<file path="src/rtl/riscv_dmem_ctrl_pkg.sv">
// Shared definitions for the data-memory responder: access-size encodings and FSM states.
package riscv_dmem_ctrl_pkg;

    // func3[1:0] access-size encodings
    localparam logic [1:0] MEM_SIZE_B = 2'b00;
    localparam logic [1:0] MEM_SIZE_H = 2'b01;
    localparam logic [1:0] MEM_SIZE_W = 2'b10;
    localparam logic [1:0] MEM_SIZE_D = 2'b11;

    typedef enum logic [1:0] {
        IDLE  = 2'b00,
        BUSY  = 2'b01,
        RESP  = 2'b10,
        DRAIN = 2'b11
    } dmem_state_t;

    // Byte mask for an access of the given size, before lane shifting
    function automatic logic [7:0] size_mask(input logic [1:0] size);
        case (size)
            MEM_SIZE_B: size_mask = 8'h01;
            MEM_SIZE_H: size_mask = 8'h03;
            MEM_SIZE_W: size_mask = 8'h0F;
            default:    size_mask = 8'hFF;
        endcase
    endfunction

endpackage

</file>
<file path="src/rtl/riscv_dmem_ctrl_if.sv">
// Pipeline-side request/response and data-bus signals of the data-memory responder.
interface riscv_dmem_ctrl_if #(
    parameter int XLEN = 32
);
    logic                mem_req_i;
    logic                mem_we_i;
    logic [2:0]          mem_size_i;
    logic [XLEN-1:0]     mem_adr_i;
    logic [XLEN-1:0]     mem_d_i;
    logic                flush_i;
    logic                dmem_ack_o;
    logic                dmem_err_o;
    logic                dmem_misaligned_o;
    logic                dmem_page_fault_o;
    logic [XLEN-1:0]     dmem_q_o;
    logic                bus_req_o;
    logic                bus_we_o;
    logic [XLEN-1:0]     bus_adr_o;
    logic [XLEN/8-1:0]   bus_be_o;
    logic [XLEN-1:0]     bus_d_o;
    logic                bus_ack_i;
    logic                bus_err_i;
    logic [XLEN-1:0]     bus_q_i;

    // controller view
    modport slave (
        input  mem_req_i, mem_we_i, mem_size_i, mem_adr_i, mem_d_i, flush_i,
        output dmem_ack_o, dmem_err_o, dmem_misaligned_o, dmem_page_fault_o, dmem_q_o,
        output bus_req_o, bus_we_o, bus_adr_o, bus_be_o, bus_d_o,
        input  bus_ack_i, bus_err_i, bus_q_i
    );

    // pipeline + bus environment view
    modport master (
        output mem_req_i, mem_we_i, mem_size_i, mem_adr_i, mem_d_i, flush_i,
        input  dmem_ack_o, dmem_err_o, dmem_misaligned_o, dmem_page_fault_o, dmem_q_o,
        input  bus_req_o, bus_we_o, bus_adr_o, bus_be_o, bus_d_o,
        output bus_ack_i, bus_err_i, bus_q_i
    );

endinterface

</file>
<file path="src/rtl/riscv_dmem_ctrl_align.sv">
// Combinational access checker: alignment, range/size legality, byte lanes and lane-shifted data.
module riscv_dmem_align
    import riscv_dmem_ctrl_pkg::*;
#(
    parameter int              XLEN     = 32,
    parameter logic [XLEN-1:0] MEM_BASE = 'h0,
    parameter logic [XLEN-1:0] MEM_SIZE = 'h10000
) (
    input  logic [2:0]        size_i,
    input  logic [XLEN-1:0]   adr_i,
    input  logic [XLEN-1:0]   d_i,
    output logic              misaligned_o,
    output logic              range_err_o,
    output logic [XLEN/8-1:0] be_o,
    output logic [XLEN-1:0]   d_o,
    output logic [XLEN-1:0]   adr_o
);
    localparam int BEW  = XLEN / 8;
    localparam int OFFW = $clog2(BEW);

    logic [OFFW-1:0] off;
    logic [XLEN:0]   adr_ext;
    logic [XLEN:0]   lim_ext;
    logic            unused_size_msb;

    // unsigned flag only matters to write-back sign extension
    assign unused_size_msb = size_i[2];
    assign off     = adr_i[OFFW-1:0];
    // one extra bit so MEM_BASE+MEM_SIZE cannot wrap
    assign adr_ext = {1'b0, adr_i};
    assign lim_ext = {1'b0, MEM_BASE} + {1'b0, MEM_SIZE};

    // Classify the access and build the lane-aligned bus fields
    always_comb begin
        misaligned_o = 1'b0;
        case (size_i[1:0])
            MEM_SIZE_H: misaligned_o = adr_i[0];
            MEM_SIZE_W: misaligned_o = |adr_i[1:0];
            MEM_SIZE_D: misaligned_o = |adr_i[2:0];
            default:    misaligned_o = 1'b0;
        endcase
        range_err_o = (adr_ext < {1'b0, MEM_BASE}) || (adr_ext >= lim_ext)
                   || ((size_i[1:0] == MEM_SIZE_D) && (XLEN == 32));
        be_o  = BEW'(size_mask(size_i[1:0])) << off;
        d_o   = d_i << {off, 3'b000};
        adr_o = {adr_i[XLEN-1:OFFW], {OFFW{1'b0}}};
    end

endmodule

</file>
<file path="src/rtl/riscv_dmem_ctrl.sv">
// Data-memory responder: accepts one MEM-stage access, runs the bus cycle, returns a one-cycle response.
//
// state | meaning
// IDLE  | waiting for a request from the pipeline
// BUSY  | bus cycle in flight, bus fields held
// RESP  | one-cycle response pulse to write-back
// DRAIN | flushed access still on the bus; result discarded
module riscv_dmem_ctrl
    import riscv_dmem_ctrl_pkg::*;
#(
    parameter int              XLEN     = 32,
    parameter logic [XLEN-1:0] MEM_BASE = 'h0,
    parameter logic [XLEN-1:0] MEM_SIZE = 'h10000
) (
    input  logic             clk_i,
    input  logic             rst_ni,
    riscv_dmem_ctrl_if.slave dmem
);
    localparam int BEW = XLEN / 8;

    dmem_state_t     state_q, state_d;
    logic            a_mis, a_rerr;
    logic [BEW-1:0]  a_be;
    logic [XLEN-1:0] a_d, a_adr;
    logic            accept, done;

    logic            bus_req_q, bus_req_d, bus_we_q, bus_we_d;
    logic [XLEN-1:0] bus_adr_q, bus_adr_d, bus_d_q, bus_d_d;
    logic [BEW-1:0]  bus_be_q, bus_be_d;
    logic            ack_q, ack_d, err_q, err_d, mis_q, mis_d;
    logic [XLEN-1:0] q_q, q_d;

    riscv_dmem_align #(
        .XLEN     (XLEN),
        .MEM_BASE (MEM_BASE),
        .MEM_SIZE (MEM_SIZE)
    ) u_align (
        .size_i       (dmem.mem_size_i),
        .adr_i        (dmem.mem_adr_i),
        .d_i          (dmem.mem_d_i),
        .misaligned_o (a_mis),
        .range_err_o  (a_rerr),
        .be_o         (a_be),
        .d_o          (a_d),
        .adr_o        (a_adr)
    );

    assign accept = dmem.mem_req_i && !dmem.flush_i;
    assign done   = dmem.bus_ack_i || dmem.bus_err_i;

    // State and all registered outputs
    always_ff @(posedge clk_i or negedge rst_ni) begin
        if (!rst_ni) begin
            state_q   <= IDLE;
            bus_req_q <= 1'b0;
            bus_we_q  <= 1'b0;
            bus_adr_q <= '0;
            bus_be_q  <= '0;
            bus_d_q   <= '0;
            ack_q     <= 1'b0;
            err_q     <= 1'b0;
            mis_q     <= 1'b0;
            q_q       <= '0;
        end else begin
            state_q   <= state_d;
            bus_req_q <= bus_req_d;
            bus_we_q  <= bus_we_d;
            bus_adr_q <= bus_adr_d;
            bus_be_q  <= bus_be_d;
            bus_d_q   <= bus_d_d;
            ack_q     <= ack_d;
            err_q     <= err_d;
            mis_q     <= mis_d;
            q_q       <= q_d;
        end
    end

    // Next-state decision
    always_comb begin
        state_d = state_q;
        case (state_q)
            IDLE:    if (accept) state_d = (a_mis || a_rerr) ? RESP : BUSY;
            BUSY: begin
                if (done) state_d = dmem.flush_i ? IDLE : RESP;
                else if (dmem.flush_i) state_d = DRAIN;
            end
            DRAIN:   if (done) state_d = IDLE;
            default: state_d = IDLE;
        endcase
    end

    // Next values of bus fields and response pulse; response bits only live for the RESP cycle
    always_comb begin
        bus_req_d = bus_req_q;
        bus_we_d  = bus_we_q;
        bus_adr_d = bus_adr_q;
        bus_be_d  = bus_be_q;
        bus_d_d   = bus_d_q;
        ack_d     = 1'b0;
        err_d     = 1'b0;
        mis_d     = 1'b0;
        q_d       = q_q;
        case (state_q)
            IDLE: begin
                if (accept) begin
                    if (a_mis) begin
                        mis_d = 1'b1;
                    end else if (a_rerr) begin
                        err_d = 1'b1;
                    end else begin
                        bus_req_d = 1'b1;
                        bus_we_d  = dmem.mem_we_i;
                        bus_adr_d = a_adr;
                        bus_be_d  = a_be;
                        bus_d_d   = a_d;
                    end
                end
            end
            BUSY: begin
                if (done) begin
                    bus_req_d = 1'b0;
                    if (!dmem.flush_i) begin
                        if (dmem.bus_err_i) begin
                            err_d = 1'b1;
                        end else begin
                            ack_d = 1'b1;
                            q_d   = bus_we_q ? '0 : dmem.bus_q_i;
                        end
                    end
                end
            end
            DRAIN:   if (done) bus_req_d = 1'b0;
            default: ;
        endcase
    end

    assign dmem.bus_req_o         = bus_req_q;
    assign dmem.bus_we_o          = bus_we_q;
    assign dmem.bus_adr_o         = bus_adr_q;
    assign dmem.bus_be_o          = bus_be_q;
    assign dmem.bus_d_o           = bus_d_q;
    assign dmem.dmem_ack_o        = ack_q;
    assign dmem.dmem_err_o        = err_q;
    assign dmem.dmem_misaligned_o = mis_q;
    assign dmem.dmem_page_fault_o = 1'b0;
    assign dmem.dmem_q_o          = q_q;

endmodule
</file>
<file path="src/flat_wrapper.sv">
// flat-port wrapper written by rule: the top's interface ports become plain ports
module riscv_dmem_ctrl_flat import riscv_dmem_ctrl_pkg::*;
#(
    parameter int              XLEN     = 32,
    parameter logic [XLEN-1:0] MEM_BASE = 'h0,
    parameter logic [XLEN-1:0] MEM_SIZE = 'h10000
)
  (clk_i, rst_ni, dmem_mem_req_i, dmem_mem_we_i, dmem_mem_size_i, dmem_mem_adr_i, dmem_mem_d_i, dmem_flush_i, dmem_dmem_ack_o, dmem_dmem_err_o, dmem_dmem_misaligned_o, dmem_dmem_page_fault_o, dmem_dmem_q_o, dmem_bus_req_o, dmem_bus_we_o, dmem_bus_adr_o, dmem_bus_be_o, dmem_bus_d_o, dmem_bus_ack_i, dmem_bus_err_i, dmem_bus_q_i);
  riscv_dmem_ctrl_if #(.XLEN(XLEN)) dmem_i ();
  input  logic clk_i;
  input  logic rst_ni;
  input wire logic [$bits(dmem_i.mem_req_i)-1:0] dmem_mem_req_i;
  input wire logic [$bits(dmem_i.mem_we_i)-1:0] dmem_mem_we_i;
  input wire logic [$bits(dmem_i.mem_size_i)-1:0] dmem_mem_size_i;
  input wire logic [$bits(dmem_i.mem_adr_i)-1:0] dmem_mem_adr_i;
  input wire logic [$bits(dmem_i.mem_d_i)-1:0] dmem_mem_d_i;
  input wire logic [$bits(dmem_i.flush_i)-1:0] dmem_flush_i;
  output wire logic [$bits(dmem_i.dmem_ack_o)-1:0] dmem_dmem_ack_o;
  output wire logic [$bits(dmem_i.dmem_err_o)-1:0] dmem_dmem_err_o;
  output wire logic [$bits(dmem_i.dmem_misaligned_o)-1:0] dmem_dmem_misaligned_o;
  output wire logic [$bits(dmem_i.dmem_page_fault_o)-1:0] dmem_dmem_page_fault_o;
  output wire logic [$bits(dmem_i.dmem_q_o)-1:0] dmem_dmem_q_o;
  output wire logic [$bits(dmem_i.bus_req_o)-1:0] dmem_bus_req_o;
  output wire logic [$bits(dmem_i.bus_we_o)-1:0] dmem_bus_we_o;
  output wire logic [$bits(dmem_i.bus_adr_o)-1:0] dmem_bus_adr_o;
  output wire logic [$bits(dmem_i.bus_be_o)-1:0] dmem_bus_be_o;
  output wire logic [$bits(dmem_i.bus_d_o)-1:0] dmem_bus_d_o;
  input wire logic [$bits(dmem_i.bus_ack_i)-1:0] dmem_bus_ack_i;
  input wire logic [$bits(dmem_i.bus_err_i)-1:0] dmem_bus_err_i;
  input wire logic [$bits(dmem_i.bus_q_i)-1:0] dmem_bus_q_i;
  assign dmem_i.mem_req_i = dmem_mem_req_i;
  assign dmem_i.mem_we_i = dmem_mem_we_i;
  assign dmem_i.mem_size_i = dmem_mem_size_i;
  assign dmem_i.mem_adr_i = dmem_mem_adr_i;
  assign dmem_i.mem_d_i = dmem_mem_d_i;
  assign dmem_i.flush_i = dmem_flush_i;
  assign dmem_dmem_ack_o = dmem_i.dmem_ack_o;
  assign dmem_dmem_err_o = dmem_i.dmem_err_o;
  assign dmem_dmem_misaligned_o = dmem_i.dmem_misaligned_o;
  assign dmem_dmem_page_fault_o = dmem_i.dmem_page_fault_o;
  assign dmem_dmem_q_o = dmem_i.dmem_q_o;
  assign dmem_bus_req_o = dmem_i.bus_req_o;
  assign dmem_bus_we_o = dmem_i.bus_we_o;
  assign dmem_bus_adr_o = dmem_i.bus_adr_o;
  assign dmem_bus_be_o = dmem_i.bus_be_o;
  assign dmem_bus_d_o = dmem_i.bus_d_o;
  assign dmem_i.bus_ack_i = dmem_bus_ack_i;
  assign dmem_i.bus_err_i = dmem_bus_err_i;
  assign dmem_i.bus_q_i = dmem_bus_q_i;
  riscv_dmem_ctrl #(.XLEN(XLEN), .MEM_BASE(MEM_BASE), .MEM_SIZE(MEM_SIZE)) u_core (.clk_i(clk_i), .rst_ni(rst_ni), .dmem(dmem_i));
endmodule
</file>
<file path="config.mk">
export PLATFORM = sky130hd
export DESIGN_NAME = riscv_dmem_ctrl_flat
export DESIGN_NICKNAME = d
export VERILOG_FILES = /design/src/rtl/riscv_dmem_ctrl_pkg.sv /design/src/rtl/riscv_dmem_ctrl_if.sv /design/src/rtl/riscv_dmem_ctrl_align.sv /design/src/rtl/riscv_dmem_ctrl.sv /design/src/flat_wrapper.sv
export SDC_FILE = /design/constraint.sdc
export NUM_CORES = 1
export LEC_CHECK = 0
export CAP_MARGIN = 25
export CORE_ASPECT_RATIO = 1.1
export CORE_MARGIN = 8
export CORE_UTILIZATION = 45
export DETAILED_ROUTE_END_ITERATION = 10
export GPL_ROUTABILITY_DRIVEN = 0
export PLACE_DENSITY = 0.86
export SLEW_MARGIN = 20
export SYNTH_ARGS = -nofsm -noshare
export SYNTH_HDL_FRONTEND = slang
export SYNTH_SLANG_ARGS = --single-unit
</file>
<file path="constraint.sdc">
create_clock -name clk_i -period 3.4 [get_ports clk_i]
set_input_delay 0.68 -clock clk_i [delete_from_list [all_inputs] [get_ports clk_i]]
set_output_delay 0.68 -clock clk_i [all_outputs]
set_load 0.03 [all_outputs]
</file>
After elaboration in Yosys (flattened, before gate mapping). Index checks and enable logic that the tools add are counted.

Bitwise gates (word level): 4. Equal/unequal tests: 11. Mux-type cells: 29. Shifts and indexed selects: 2. Order comparisons: 2. Reduce and logical (&&, ||, !) cells: 16.

Operator list (number): 32-bit by 17-bit >= comparator with 1-bit output, second input constant (1); 32-bit by 1-bit < comparator with 1-bit output, second input constant (1); 32-bit two-way mux (1); 32-bit by 5-bit << shifter with 32-bit output (1); 1-bit two-way mux (17); 2-bit two-way mux (6); 4-bit case mux with 3 select lines (1); 4-bit AND reduction (2); 2-bit == test, second input constant (3); 2-bit by 1-bit inequality test with 1-bit output, second input constant (3); 2-bit case mux with 3 select lines (1); 5-bit AND reduction (1); 2-bit by 1-bit == test with 1-bit output, second input constant (2); 2-bit zero test (2); 1-bit logical OR (4); 2-bit inequality test, second input constant (2); 1-bit NOT (4); 1-bit case mux with 2 select lines (2); 2-bit OR reduction (2); 4-bit by 2-bit << shifter with 4-bit output (1); 3-bit by 2-bit inequality test with 1-bit output, second input constant (1); 1-bit case mux with 3 select lines (1); 3-bit AND reduction (1); 3-bit OR reduction (1); other kinds (3) (3).

Bits of input ports: 106. Output and inout port bits: 106. Word-level logic and storage cells: 74. Flip-flop bits (word level): 105.

Depth between registers and ports, before layout.
Word-level depth: 7. Gate-level depth with buffers: 6.

By module. A second synthesis with hierarchy kept.

Cell total of the unflattened synthesis: 408. Area total of the unflattened synthesis: 5487.8 um^2.

Modules (own cells, without submodules): riscv_dmem_ctrl (sequential area each 2677.6 um^2, area an instance 4525.6 um^2, instances 1, cells each 275); riscv_dmem_align (sequential area each 0.0 um^2, area an instance 962.2 um^2, instances 1, cells each 133).

Least setup slack after synthesis. No wires, ideal clock.

Kind: input to register. From: input dmem_mem_adr_i[26]. To: register u_core.bus_d_q[26], in the netlist u_core.dmem.bus_d_o[26]. Data arrival time: 2.227 ns. Stages: 4. Library setup time: 0.125 ns. Data required time: 3.275 ns. Buffers on the path: 1. Path slack: 1.048 ns. Cells stage by stage: or4_4 > nor4_4 > buf_4 > mux2_2.

Word-level cells in the longest chain between the ends: 5. Elaborated cells on any way between the ends: 6. Those cells by class: 2 x order compare; 1 x bitwise; 3 x reduce/logical.

Ends and longest elaborated chain: start: declaration (line flat_wrapper.sv:15) `input wire logic [$bits(dmem_i.mem_adr_i)-1:0] dmem_mem_adr_i;`; 32-bit by 1-bit < comparator with 1-bit output or 32-bit by 17-bit >= comparator with 1-bit output (tied branches) (line riscv_dmem_ctrl_align.sv:42) `range_err_o = (adr_ext < {1'b0, MEM_BASE}) || (adr_ext >= lim_ext)`; 1-bit logical OR * (line riscv_dmem_ctrl_align.sv:42); 1-bit logical OR * (line riscv_dmem_ctrl_align.sv:43) `|| ((size_i[1:0] == MEM_SIZE_D) && (XLEN == 32));`; 1-bit NOT (no source line) *; 4-bit AND reduction (no source line) *; end signal: assignment (line riscv_dmem_ctrl.sv:70) `bus_d_q <= bus_d_d;`; end: declaration (line riscv_dmem_ctrl.sv:28) `logic [XLEN-1:0] bus_adr_q, bus_adr_d, bus_d_q, bus_d_d;`.

Mark *: on every way between the ends. The rest lies on a longest branch, timed or not. A chain may end at the register's enable or synchronous reset.

Final worst setup path.
From: input dmem_mem_adr_i[19]. To: register u_core.bus_d_q[31], in the netlist u_core.dmem.bus_d_o[31].

The elaborated chain is that of the path after synthesis.

==> results.ini <==
[clock_network]
cts-root-buf=clkbuf_16
cts_buffers=9
clk_pin_slew_ps=70
clock_latency_ps=350
cts_tree=done
cts.path.max_buffers=2
cts-hold-fix-buffers=0
cts.sinks=105
cts_resized=0
postCtsSetupRepairBufs=0
h-tree-depth=3

[floorplanning]
start_util_pct=45.5
dieWidth_um=113
fp.coreArea_mm2=0.0102
dieArea_mm2=0.0138
die_y_um=123
std_cell_rows=39
io_pins=212

[global_routing]
grt_overflow=0
grt_pass1_wl_um=21700
grtUsageTotal_pct=20.0
first_global_vias=4129
grt_max_degree=66
antenna_found_initial=0

[route]
drtIter0Drc=166
wirelength_um=13700
wire_per_inst_um=18.6
dr.pass1.iters=4
drtAntennaViolNets=0
vias=3756
via_per_inst=5.08
drc=0

[placement]
placed_cells=723
io_buffers=207
hpwl_um=10300

[final_layout]
areaGrowthSynthToFinish_pct=52.6
drive_above_1_share_pct=11.2
n_antenna_cell=0
fin_cells=739
layout_common_cells=clkdlybuf4s50_1, dfrtp_1, nand2_1
fin_nets=717
final_common_cell=clkdlybuf4s50_1
fillers=738

[sta]
relSlewSlack_pct=43.5
finalCritPeriodShare_pct=76.2
setup_tns_ps=0
rsz0062_at_grt=no
fmax_mhz=386
hold_slack_ps=404
fin_skew_ps=5.75
finalHoldViolCount=0
setup_viol=0
slew_violations=0
tightestPinTransition_ps=848
fin_crit_ps=2590

[setup_path]
crit_path_end_kind=register
worst_ep_arrival_time_ps=2820
crit_fanout=59
critPathKind=input port to register
critPathLaunchType=input port
crit_required_ps=3630

[yosys]
synth_ff_type=dfrtp_1
yosysWarnings=0
async_reset_ff_share_pct=100
synth_area_mm2=0.00464
yosysSeqAreaShare_pct=56.6
synth_edf_count=0
ys_ff_latch=105
synth.avg_cell_area_um2=11.2
synth_cells=413
yosysUniqueCellTypes=33

[job]
cap_violations=0

[pwr]
ir_worst_vdd_uv=265
power_density_mw_per_mm2=362
p_leak_nw=3.23

[min_path]
hold_path.class=input port to asynchronous set/reset pin

[outcome]
status=finished clean

==> layout make-up <==
type / instances / area, um^2 / share of cell area [%]
sequential: 105 / 2630 / 37.1
clock inverter: 5 / 62.6 / 0.883
inverter: 10 / 37.5 / 0.530
tap: 123 / 154 / 2.17
timing repair buffer: 214 / 2150 / 30.3
multi-input combinational: 271 / 1820 / 25.6
clock buffer: 11 / 243 / 3.43
==> cell families after synthesis <==
kind of cell,count (synthesis),share of synthesized area [%]
AND/OR/NAND/NOR,132,14.8
flip-flops,105,56.6
AO/OA/AOI/OAI,68,8.27
multiplexers,67,15.6
buffers and inverters,39,4.50
XOR/XNOR,1,0.189
other,1,0.0807
==> metal layers <==
| metal | global-route usage, % | vias to the layer above | routed length, um | share of wire [%] |
|---|---|---|---|---|
| li1 | - | 1784 | - | - |
| met1 | 20.4 | 1816 | 5020 | 37 |
| met2 | 36.2 | 128 | 7250 | 53 |
| met3 | 6.99 | 28 | 985 | 7.2 |
| met4 | 9.75 | 0 | 468 | 3.4 |
| met5 | 0 | - | 0 | 0 |
==> stage by stage <==
step | setup slack [ps] | util, % | power, mW | instance area, um^2
floorplan | 1050 | - | 1.35 | 4650
global placement | 512 | 66.5 | 1.52 | 6780
detailed placement | 458 | 66.5 | 1.52 | 6780
CTS | 819 | 69.5 | 2.59 | 7090
global route | 665 | 69.5 | 2.65 | 7090
finish | 808 | 69.5 | 2.56 | 7090
==> cell usage after synthesis, types with 2 or more instances <==
library cell  number  share of area, %
a211oi_1           9               1.5
a21o_1             3              0.48
a21oi_1            9              0.97
buf_1              4              0.32
buf_4              4              0.65
buf_6              4              0.97
clkbuf_1          15               1.2
dfrtp_1          105                57
inv_1             10              0.81
mux2_2            43                10
mux2i_1           24               5.2
nand2_1           50               4.0
nand2b_1          33               4.4
nor2_1            13               1.1
nor2b_1           25               3.4
nor3_1             2              0.22
nor4_1             3              0.40
o21ai_0           42               4.5
==> critical path: stages <==
cell and delay [ps]:
clkdlybuf4s50_1 430, nor4_1 280, nand4_1 260, nor4_4 410, buf_12 330, mux2_2 380
==> flip-flops by register name, indices dropped and copies added (netlist names), 2 cells and up <==
signal,flops
u_core.state_q,2
u_core.dmem.bus_be_o,4
u_core.dmem.bus_adr_o,30
u_core.dmem.dmem_q_o,32
u_core.dmem.bus_d_o,32
==> path summary, 6_finish.rpt <==
kind / slack (ps) / start / endpoint / cells past startpoint
min reg2reg: 480 / u_core.dmem.dmem_q_o[0] / u_core.dmem.dmem_q_o[0] / 2
max in group asynchronous: 2240 / rst_ni / u_core.dmem.dmem_q_o[28] / 2
max reg2reg: 1470 / u_core.state_q[1] / u_core.dmem.bus_d_o[31] / 5
min in group clk_i: 480 / u_core.dmem.dmem_q_o[0] / u_core.dmem.dmem_q_o[0] / 2
min: 400 / rst_ni / u_core.dmem.bus_d_o[16] / 1
max: 810 / dmem_mem_adr_i[19] / u_core.dmem.bus_d_o[31] / 6
==> where the power goes <==
part | total (mW) | internal [mW] | switching [mW]
Sequential | 1.25 | 1.25 | 0.000451
Combinational | 0.249 | 0.143 | 0.107
Clock | 1.06 | 0.596 | 0.468
Total | 2.56 | 1.99 | 0.575
(Power assumes the default switching activity.)
